<file path="src/rtl/serial_queue_link.sv">
// serial_queue_link
// Single-clock serial receive front end: clock-enable tick generators, a
// WIDTH-bit MSB-first deserializer and a DEPTH-entry FIFO, joined by a word
// handshake so a completed word is held until the queue can accept it.
//
// Parameters
//   WIDTH    bits per word (>=2)
//   DEPTH    FIFO entries (power of two, >=2)
//   DES_DIV  clocks per deserializer tick (>=1)
//   FIFO_DIV clocks per queue tick (>=1)
// Ports
//   clock           system clock, rising edge
//   reset           asynchronous, active-high
//   data_in         serial bit, sampled on deserializer ticks
//   write_in        qualifies data_in on deserializer ticks
//   dequeue_in      dequeue request level, sampled on queue ticks
//   status_out      deserializer holds a complete, not yet queued word
//   data_out        last dequeued word (registered)
//   data_valid_out  one-clock pulse when data_out is loaded
//   len_out         FIFO occupancy 0..DEPTH
//   full_out        len_out == DEPTH
//   empty_out       len_out == 0
//   drop_out        sticky: a bit was offered while the deserializer was busy
module serial_queue_link #(
  parameter int WIDTH    = 8,
  parameter int DEPTH    = 8,
  parameter int DES_DIV  = 10,
  parameter int FIFO_DIV = 100
) (
  input  logic                       clock,
  input  logic                       reset,
  input  logic                       data_in,
  input  logic                       write_in,
  input  logic                       dequeue_in,
  output logic                       status_out,
  output logic [WIDTH-1:0]           data_out,
  output logic                       data_valid_out,
  output logic [$clog2(DEPTH+1)-1:0] len_out,
  output logic                       full_out,
  output logic                       empty_out,
  output logic                       drop_out
);

  localparam int DCW = (DES_DIV  > 1) ? $clog2(DES_DIV)  : 1;
  localparam int FCW = (FIFO_DIV > 1) ? $clog2(FIFO_DIV) : 1;
  localparam int PW  = $clog2(DEPTH);
  localparam int LW  = $clog2(DEPTH + 1);
  localparam int BW  = $clog2(WIDTH);

  localparam logic [DCW-1:0] DES_LAST  = DCW'(DES_DIV - 1);
  localparam logic [FCW-1:0] FIFO_LAST = FCW'(FIFO_DIV - 1);
  localparam logic [BW-1:0]  BIT_LAST  = BW'(WIDTH - 1);
  localparam logic [LW-1:0]  LEN_FULL  = LW'(DEPTH);

  typedef enum logic {
    COLLECT = 1'b0,
    HOLD    = 1'b1
  } des_state_t;

  // Tick generators
  logic [DCW-1:0] des_cnt_q, des_cnt_d;
  logic [FCW-1:0] fifo_cnt_q, fifo_cnt_d;
  logic           des_tick, fifo_tick;

  // Deserializer
  des_state_t     state_q, state_d;
  logic [WIDTH-1:0] shift_q, shift_d;
  logic [BW-1:0]  bit_cnt_q, bit_cnt_d;
  logic           drop_q, drop_d;

  // FIFO
  logic [WIDTH-1:0] mem_q [DEPTH];
  logic [PW-1:0]  wr_ptr_q, wr_ptr_d;
  logic [PW-1:0]  rd_ptr_q, rd_ptr_d;
  logic [LW-1:0]  len_q, len_d;
  logic [WIDTH-1:0] data_q, data_d;
  logic           valid_q;
  logic           full, empty, enq, deq;

  assign des_tick  = (des_cnt_q  == DES_LAST);
  assign fifo_tick = (fifo_cnt_q == FIFO_LAST);

  always_comb begin
    des_cnt_d  = des_tick  ? '0 : des_cnt_q  + DCW'(1);
    fifo_cnt_d = fifo_tick ? '0 : fifo_cnt_q + FCW'(1);
  end

  assign full  = (len_q == LEN_FULL);
  assign empty = (len_q == '0);

  // No bypass: a dequeue on an empty queue does nothing even if a word is
  // being pushed on the same edge. A full queue still accepts a push when a
  // pop frees a slot on that edge.
  assign deq = fifo_tick & dequeue_in & ~empty;
  assign enq = fifo_tick & (state_q == HOLD) & (~full | deq);

  always_comb begin
    state_d   = state_q;
    shift_d   = shift_q;
    bit_cnt_d = bit_cnt_q;
    drop_d    = drop_q;
    unique case (state_q)
      COLLECT: begin
        if (des_tick && write_in) begin
          shift_d = {shift_q[WIDTH-2:0], data_in};
          if (bit_cnt_q == BIT_LAST) begin
            bit_cnt_d = '0;
            state_d   = HOLD;
          end else begin
            bit_cnt_d = bit_cnt_q + BW'(1);
          end
        end
      end
      HOLD: begin
        // Still HOLD on the enqueue edge, so a bit arriving then is dropped too.
        if (des_tick && write_in) drop_d = 1'b1;
        if (enq) state_d = COLLECT;
      end
      default: state_d = COLLECT;
    endcase
  end

  always_comb begin
    wr_ptr_d = enq ? wr_ptr_q + PW'(1) : wr_ptr_q;
    rd_ptr_d = deq ? rd_ptr_q + PW'(1) : rd_ptr_q;
    data_d   = deq ? mem_q[rd_ptr_q] : data_q;
    len_d    = len_q;
    unique case ({enq, deq})
      2'b10:   len_d = len_q + LW'(1);
      2'b01:   len_d = len_q - LW'(1);
      default: len_d = len_q;
    endcase
  end

  always_ff @(posedge clock or posedge reset) begin
    if (reset) begin
      des_cnt_q  <= '0;
      fifo_cnt_q <= '0;
      state_q    <= COLLECT;
      shift_q    <= '0;
      bit_cnt_q  <= '0;
      drop_q     <= 1'b0;
      wr_ptr_q   <= '0;
      rd_ptr_q   <= '0;
      len_q      <= '0;
      data_q     <= '0;
      valid_q    <= 1'b0;
    end else begin
      des_cnt_q  <= des_cnt_d;
      fifo_cnt_q <= fifo_cnt_d;
      state_q    <= state_d;
      shift_q    <= shift_d;
      bit_cnt_q  <= bit_cnt_d;
      drop_q     <= drop_d;
      wr_ptr_q   <= wr_ptr_d;
      rd_ptr_q   <= rd_ptr_d;
      len_q      <= len_d;
      data_q     <= data_d;
      valid_q    <= deq;
    end
  end

  // Storage is not reset: stale entries are unreachable once the pointers
  // and occupancy are cleared, and data_out itself is reset.
  always_ff @(posedge clock) begin
    if (enq) mem_q[wr_ptr_q] <= shift_q;
  end

  assign status_out     = (state_q == HOLD);
  assign data_out       = data_q;
  assign data_valid_out = valid_q;
  assign len_out        = len_q;
  assign full_out       = full;
  assign empty_out      = empty;
  assign drop_out       = drop_q;

endmodule

</file>
<file path="config.mk">
export PLATFORM = sky130hd
export DESIGN_NAME = serial_queue_link
export DESIGN_NICKNAME = d
export VERILOG_FILES = /design/src/rtl/serial_queue_link.sv
export SDC_FILE = /design/constraint.sdc
export NUM_CORES = 1
export LEC_CHECK = 0
export CAP_MARGIN = 10
export CORE_ASPECT_RATIO = 1.75
export CORE_MARGIN = 3
export CORE_UTILIZATION = 25
export CTS_BUF_LIST = sky130_fd_sc_hd__clkbuf_8
export DETAILED_ROUTE_END_ITERATION = 16
export PLACE_DENSITY = 0.4
export SYNTH_ARGS = -nofsm -noshare
export SYNTH_HDL_FRONTEND = slang
export SYNTH_SLANG_ARGS = --single-unit
export TNS_END_PERCENT = 5
</file>
<file path="constraint.sdc">
create_clock -name clock -period 2.6 [get_ports clock]
set_clock_uncertainty 0.1 [all_clocks]
set_input_delay 0.65 -clock clock [delete_from_list [all_inputs] [get_ports clock]]
set_output_delay 0.65 -clock clock [all_outputs]
set_load 0.05 [all_outputs]
</file>
# == Word-level counts from Yosys, hierarchy flattened ==
# Memories as Yosys holds them, arrays and structs flattened. A register that Yosys moved wholly into a read port is not among the register bits.
# Cells that the tools add are included.
# word_totals
ff_bits,35
elab_cells,47
output_inout_bits,17
inputBits,5
ram_bits,64
n_memories,1
# memory_table
memory,depth,width,rd,rd_ports_with_merged_regs,wr,line_no,text
mem_q,8,8,1,1,1,72,logic [WIDTH-1:0] mem_q [DEPTH];
# classes
bitwise_logic,8
reduce_logical,5
n_mux,10
eq_ne,6
addsub,7
# ops
cell,count
"3-bit by 1-bit adder with 3-bit output, second input constant",3
"4-bit by 1-bit adder with 4-bit output, second input constant",2
"4-bit == test, second input constant",2
4-bit case mux with 2 select lines,1
"7-bit by 1-bit adder with 7-bit output, second input constant",1
"7-bit == test, second input constant",1
7-bit 2-to-1 mux,1
1-bit 2-to-1 mux,5
1-bit AND,4
4-bit logical NOT,1
4-bit 2-to-1 mux,1
2-bit AND reduction,2
"4-bit by 1-bit subtractor with 4-bit output, second input constant",1
"3-bit == test, second input constant",1
3-bit 2-to-1 mux,1
1-bit inverter,3
"2-bit by 1-bit == test with 1-bit output, second input constant",1
"2-bit == test, second input constant",1
1-bit case mux with 2 select lines,1
2-bit nonzero test,1
1-bit logical AND,1
1-bit OR,1

# == Longest topological paths before layout ==
# depth
depth_word,7
ltp_mapped,11

# == Worst setup path after synthesis ==
# OpenSTA, ideal clock, no wires.
# synth_timing
path_type,register to register
start,"register len_q[1], in the netlist len_out[1]"
end,"register len_q[3], in the netlist len_out[3]"
path_buffers,1
path_stages_with_launch,11
arrival_ns,3.168
path_slack_ns,-0.746
required_ns,2.422
cell_sequence,dfrtp_1 -> nor4_4 -> nor4_4 -> buf_4 -> nand2_1 -> inv_1 -> ha_1 -> or2_2 -> a2111o_1 -> a31oi_1 -> o21bai_1
# synth_between
elab_chain_len,7
word_cells_on_any_way,13
# synth_lines
element,line_no,text
from (decl),75,"logic [LW-1:0] len_q, len_d;"
from (signal assigned),157,len_q <= len_d;
4-bit logical NOT *,89,assign empty = (len_q == '0);
net empty_out,40,"output logic empty_out,"
1-bit inverter *,94,assign deq = fifo_tick & dequeue_in & ~empty;
1-bit AND *,94,
net deq,78,"logic full, empty, enq, deq;"
1-bit OR,95,assign enq = fifo_tick & (state_q == HOLD) & (~full | deq);
1-bit AND,95,
2-bit by 1-bit == test with 1-bit output or 2-bit == test (tied branches),128,"unique case ({enq, deq})"
4-bit case mux with 2 select lines or 2-bit nonzero test (tied branches),--,
# The timed path passes the listed nets; every way through them passes the cells marked *.
# A chain may end at the register's enable or synchronous reset.

# == Final worst setup path ==
# layout_timing
start,input dequeue_in
end,"register len_q[3], in the netlist len_out[3]"
# layout_between
elab_chain_len,6
word_cells_on_any_way,8
# layout_lines
element,line_no,text
from (decl),34,"input logic dequeue_in,"
1-bit AND * (2 in a row),94,
1-bit OR,95,
1-bit AND,95,
2-bit by 1-bit == test with 1-bit output or 2-bit == test (tied branches),128,
4-bit case mux with 2 select lines or 2-bit nonzero test (tied branches),--,
# Mark *: on every way between the ends. The rest lies on a longest branch, timed or not.

==> results.txt <==
The flow ran to the end, and the final reports show no timing, DRC or antenna violations. The floorplan step defined a die boundary enclosing 19700 um^2. The clock latency at the later pin of the worst-skew pair is 0.37 ns. The worst setup path category is in2reg. The total number of nets in the final design is 355. The instance count of the mapped netlist is between 200 and 300.

The cell class contributing the biggest share of worst-path delay is compound AO/OA/AOI/OAI gates. The initial core utilization came out at 0.256. The layer flagged by global routing as most heavily used is met2. The maximum clock insertion buffer count is 2. The count of pins on the block boundary came out at 22. The final route contains ~2500 vias. The first routing iteration left 94 violations. The met1 layer usage reported by global route is 0.121. Of the total synthesized cell area, the portion taken by XOR and XNOR cells is 0.0195. Headroom to the max-slew limit came out at 0.597.

STA classifies the critical path startpoint as an input pin. Of the total synthesized cell area, the portion taken by full adders, half adders and majority gates is 0.0239. The placed wire-length estimate after detailed placement is between 6 and 7 mm. The most numerous cell type found on the critical path is sky130_fd_sc_hd__inv_2. The overflow left after global routing came out at 0. The number of standard cells in the final layout excluding fillers came out at 578. Of the post-synthesis cell area, the dominant cell type holds 0.427. The worst register-to-register path has a depth of 9.

The H-tree was split into 3 levels. Setup violations remaining at the end of the flow were counted as 0. The largest individual stage delay along the critical path comes from the cell sky130_fd_sc_hd__clkdlybuf4s50_1. The number of global-route vias before repair is 2702. The area fraction in compound gates after synthesis came out at 0.0606. The sum of routed wire length over all layers came out at 9.41 mm.

The detail route stage leaves a number of antenna-violating nets equal to 0. Summed over all cells, the static leakage comes to 0.00201 uW. The power per cell area is 537 nW/um^2. The area of the core is 17600 um^2. The highest clock rate is 385 MHz. For hold timing, the worst endpoint is drop_out. Summed over all instances, the cell type with the most area after synthesis is sky130_fd_sc_hd__edfxtp_1. The synthesized flop and latch total is around 110.

Of the available clock period, the critical path in the final layout requires 1.00. Of the total power, the share spent switching nets is 0.240. The tree is rooted in a sky130_fd_sc_hd__clkbuf_8. The final period demand of the worst path is 2.60 ns. Clock tree synthesis found a total of 107 sinks. The TritonCTS buffer count is 9. The initial antenna violation count came out at 0. The design internal power is approximately 2200 uW. The worst register-to-register path begins at fifo_cnt_q[4]. The maximum number of pins on one net before global-route repair came out at 22.

The total global-route track usage came out at 0.105. The floorplan step set the die width to 107 um. TritonCTS built the clock tree. In the final layout, the share of cells above drive strength 1 is 0.300. The net switching component of the power came out at 704 uW. The post-synth design cell area is 4500 um^2. The post-detailed-route DRC marker count is 0. The power share of the combinational group came out at 0.045. The portion of total power attributed to the clock network is 0.331.

The critical-path maximum fanout came out at 3. The routability congestion estimate from global placement is 0.705. The internal reg-to-reg setup slack came out at 0.03 ns.

The post-synthesis mux area share is 0.128. The register clock-pin slew on the reported worst setup and hold paths is 0.11 ns. The worst setup path is captured at a flop. The die height came out at 184 um. The floorplan row count came out at 64.

The largest voltage drop on the vdd net came out at 234 uV. The total power after layout is slightly below 3000 uW. For met3 alone, demand over resource in global routing was 0.0232. The fraction of the mapped netlist area in simple logic gates is 0.0809. In the layout the commonest cells are sky130_fd_sc_hd__edfxtp_1, sky130_fd_sc_hd__dfrtp_1, sky130_fd_sc_hd__buf_4, sky130_fd_sc_hd__nor2_1, sky130_fd_sc_hd__clkdlybuf4s50_1. For this run, global-route usage on met2 was measured as 0.191. The power share of the sequential group came out at 0.624. The most critical setup path has its startpoint at dequeue_in. The first global-routing pass estimated 15.5 mm of wire. The number of placed cells counting well taps came out at around 560. The number of max-slew violations in the final report is 0. During placement, the flow inserted port buffers numbering 21. Ranked by total cell area, the synthesized netlist is headed by sky130_fd_sc_hd__edfxtp_1, sky130_fd_sc_hd__dfrtp_1, sky130_fd_sc_hd__mux4_2. After synthesis, the mean cell area works out to 15.9 um^2. The sequential element share of the synthesized area is 0.666. Across the run, the number of max-cap violations was 0. In this run the most critical hold path is launched from drop_out. The via density per instance came out at roughly 4.3. At the pin with the least slew margin, the transition time is 0.605 ns. Prior to clock tree synthesis, the placed netlist has a worst setup slack of -0.408 ns. The min-delay analysis places its worst path in the category reg2reg. The worst hold slack is ~0.38 ns. Setup repair after global routing could not meet its margin everywhere. The number of inserted diodes came out at 0. The arrival time reported for the critical path endpoint is 2.80 ns. The utilization after layout is 0.311. The area added between synthesis and finish came out at 21.6%. The critical path goes through clkdlybuf4s50_1 > inv_2 > nor4_4 > nand2_2 > inv_2 > ha_1 > a211o_1 > a2111o_1 > a31oi_1 > o21bai_1.

For this run, the slowest stage of the critical path takes 0.49 ns. The number of search-and-repair iterations in the first detailed-routing pass is 4. The library cell used most frequently in the layout, excluding fill and tap cells, is sky130_fd_sc_hd__edfxtp_1.

Yosys printed 0 warnings. Counting instances, the worst hold path has a depth of 1. The net count of the mapped netlist is 297. The number of post-CTS setup repair buffers came out at 0. The number of library cell types mapped by synthesis came out at 53. The average detailed-routed wire length per instance came out at 16.3 um. By area, the combinational part of the netlist is dominated by multiplexers. In this run the critical register-to-register path is captured at len_out[3]. The total count of hold-check failures in the final report is 0. The required time of the worst setup path came out at 2.80 ns. The number of buffers and inverters on the critical path is 3. The setup slack after layout is 0.00127 ns.
-- logic make-up after synthesis --
kind of cell | after synthesis
AND/OR/NAND/NOR | 64
buffers and inverters | 21
adder cells (fa/ha/maj) | 8
multiplexers | 36
flip-flops | 107
AO/OA/AOI/OAI | 38
XOR/XNOR | 10
-- metrics by stage --
step,cell area (um^2),TNS [ns]
final,5470,0
after global placement,5290,-0.896
after detailed placement,5290,-1.21
after global routing,5470,-0.140
after floorplan,4520,-0.721
after CTS,5470,-0.00313
-- sequential cells by signal (all words and copies together), names as in the netlist --
signal and flops:
bit_cnt_q 3, data_out 8, data_valid_out 1, des_cnt_q 4, drop_out 1, fifo_cnt_q 7
len_out 4, mem_q 64, rd_ptr_q 3, shift_q 8, status_out 1, wr_ptr_q 3
-- how the worst max path moves through the flow --
| stage | end | slack (ns) | cells past startpoint |
|---|---|---|---|
| finish | len_out[3] | 0.001 | 10 |
| global route | len_out[3] | -0.14 | 9 |
| CTS | len_out[3] | -0.003 | 9 |
| detailed placement | len_out[3] | -0.41 | 10 |
| global placement | len_out[3] | -0.36 | 10 |
| floorplan | len_out[3] | -0.58 | 10 |
-- per-layer routing --
| metal | up-vias | wire length, um |
|---|---|---|
| met2 | 26 | 5260 |
| met3 | 7 | 193 |
| met4 | 0 | 119 |
| li1 | 1194 | - |
| met5 | - | 0 |
| met1 | 1271 | 3840 |
-- cell usage after synthesis, drive strengths merged --
library cell / number
o2bb2ai: 1
o22ai: 1
a41o: 1
o21ai: 4
and2: 2
a32o: 1
o21a: 1
fa: 1
mux4: 16
a211oi: 1
o21bai: 2
a31oi: 3
mux2i: 8
nand2: 13
and3: 1
nand4: 2
a2111o: 1
nor3: 8
edfxtp: 64
o221ai: 2
nand3b: 1
xor2: 2
a211o: 1
ha: 7
nor4: 3
a21o: 4
inv: 9
dfrtp: 43
nor2b: 3
xnor2: 8
mux2: 12
a311oi: 1
or3: 2
a22oi: 1
or2: 2
buf: 8
nand2b: 1
nand3: 8
a21oi: 11
o211ai: 1
a32oi: 1
nor2: 18
clkbuf: 3
clkinv: 1
-- what timing repair did --
action	4_1_cts	5_1_grt
setup endpoints to repair	1	1
resized for setup	0	1
hold buffers	0	0
-- power by group through the flow --
stage | logic (uW) | registers, uW | clock network (uW)
2_1_floorplan | 63.5 | 1890 | 0
5_1_grt | 148 | 1840 | 1100
6_report | 132 | 1830 | 972
3_5_place_dp | 137 | 1870 | 0
4_1_cts | 137 | 1840 | 1030
3_3_place_gp | 136 | 1870 | 0
-- cell type report --
cell class              count  area, um^2
clock buffers               9         124
repair buffers             58         531
inverters                  10        37.5
clock inverters             7        63.8
flip-flops and latches    107        3010
well taps                 231         289
fillers                  1807       12100
multi-input cells         156        1420
No activity file was read; power rests on OpenSTA's default activity.
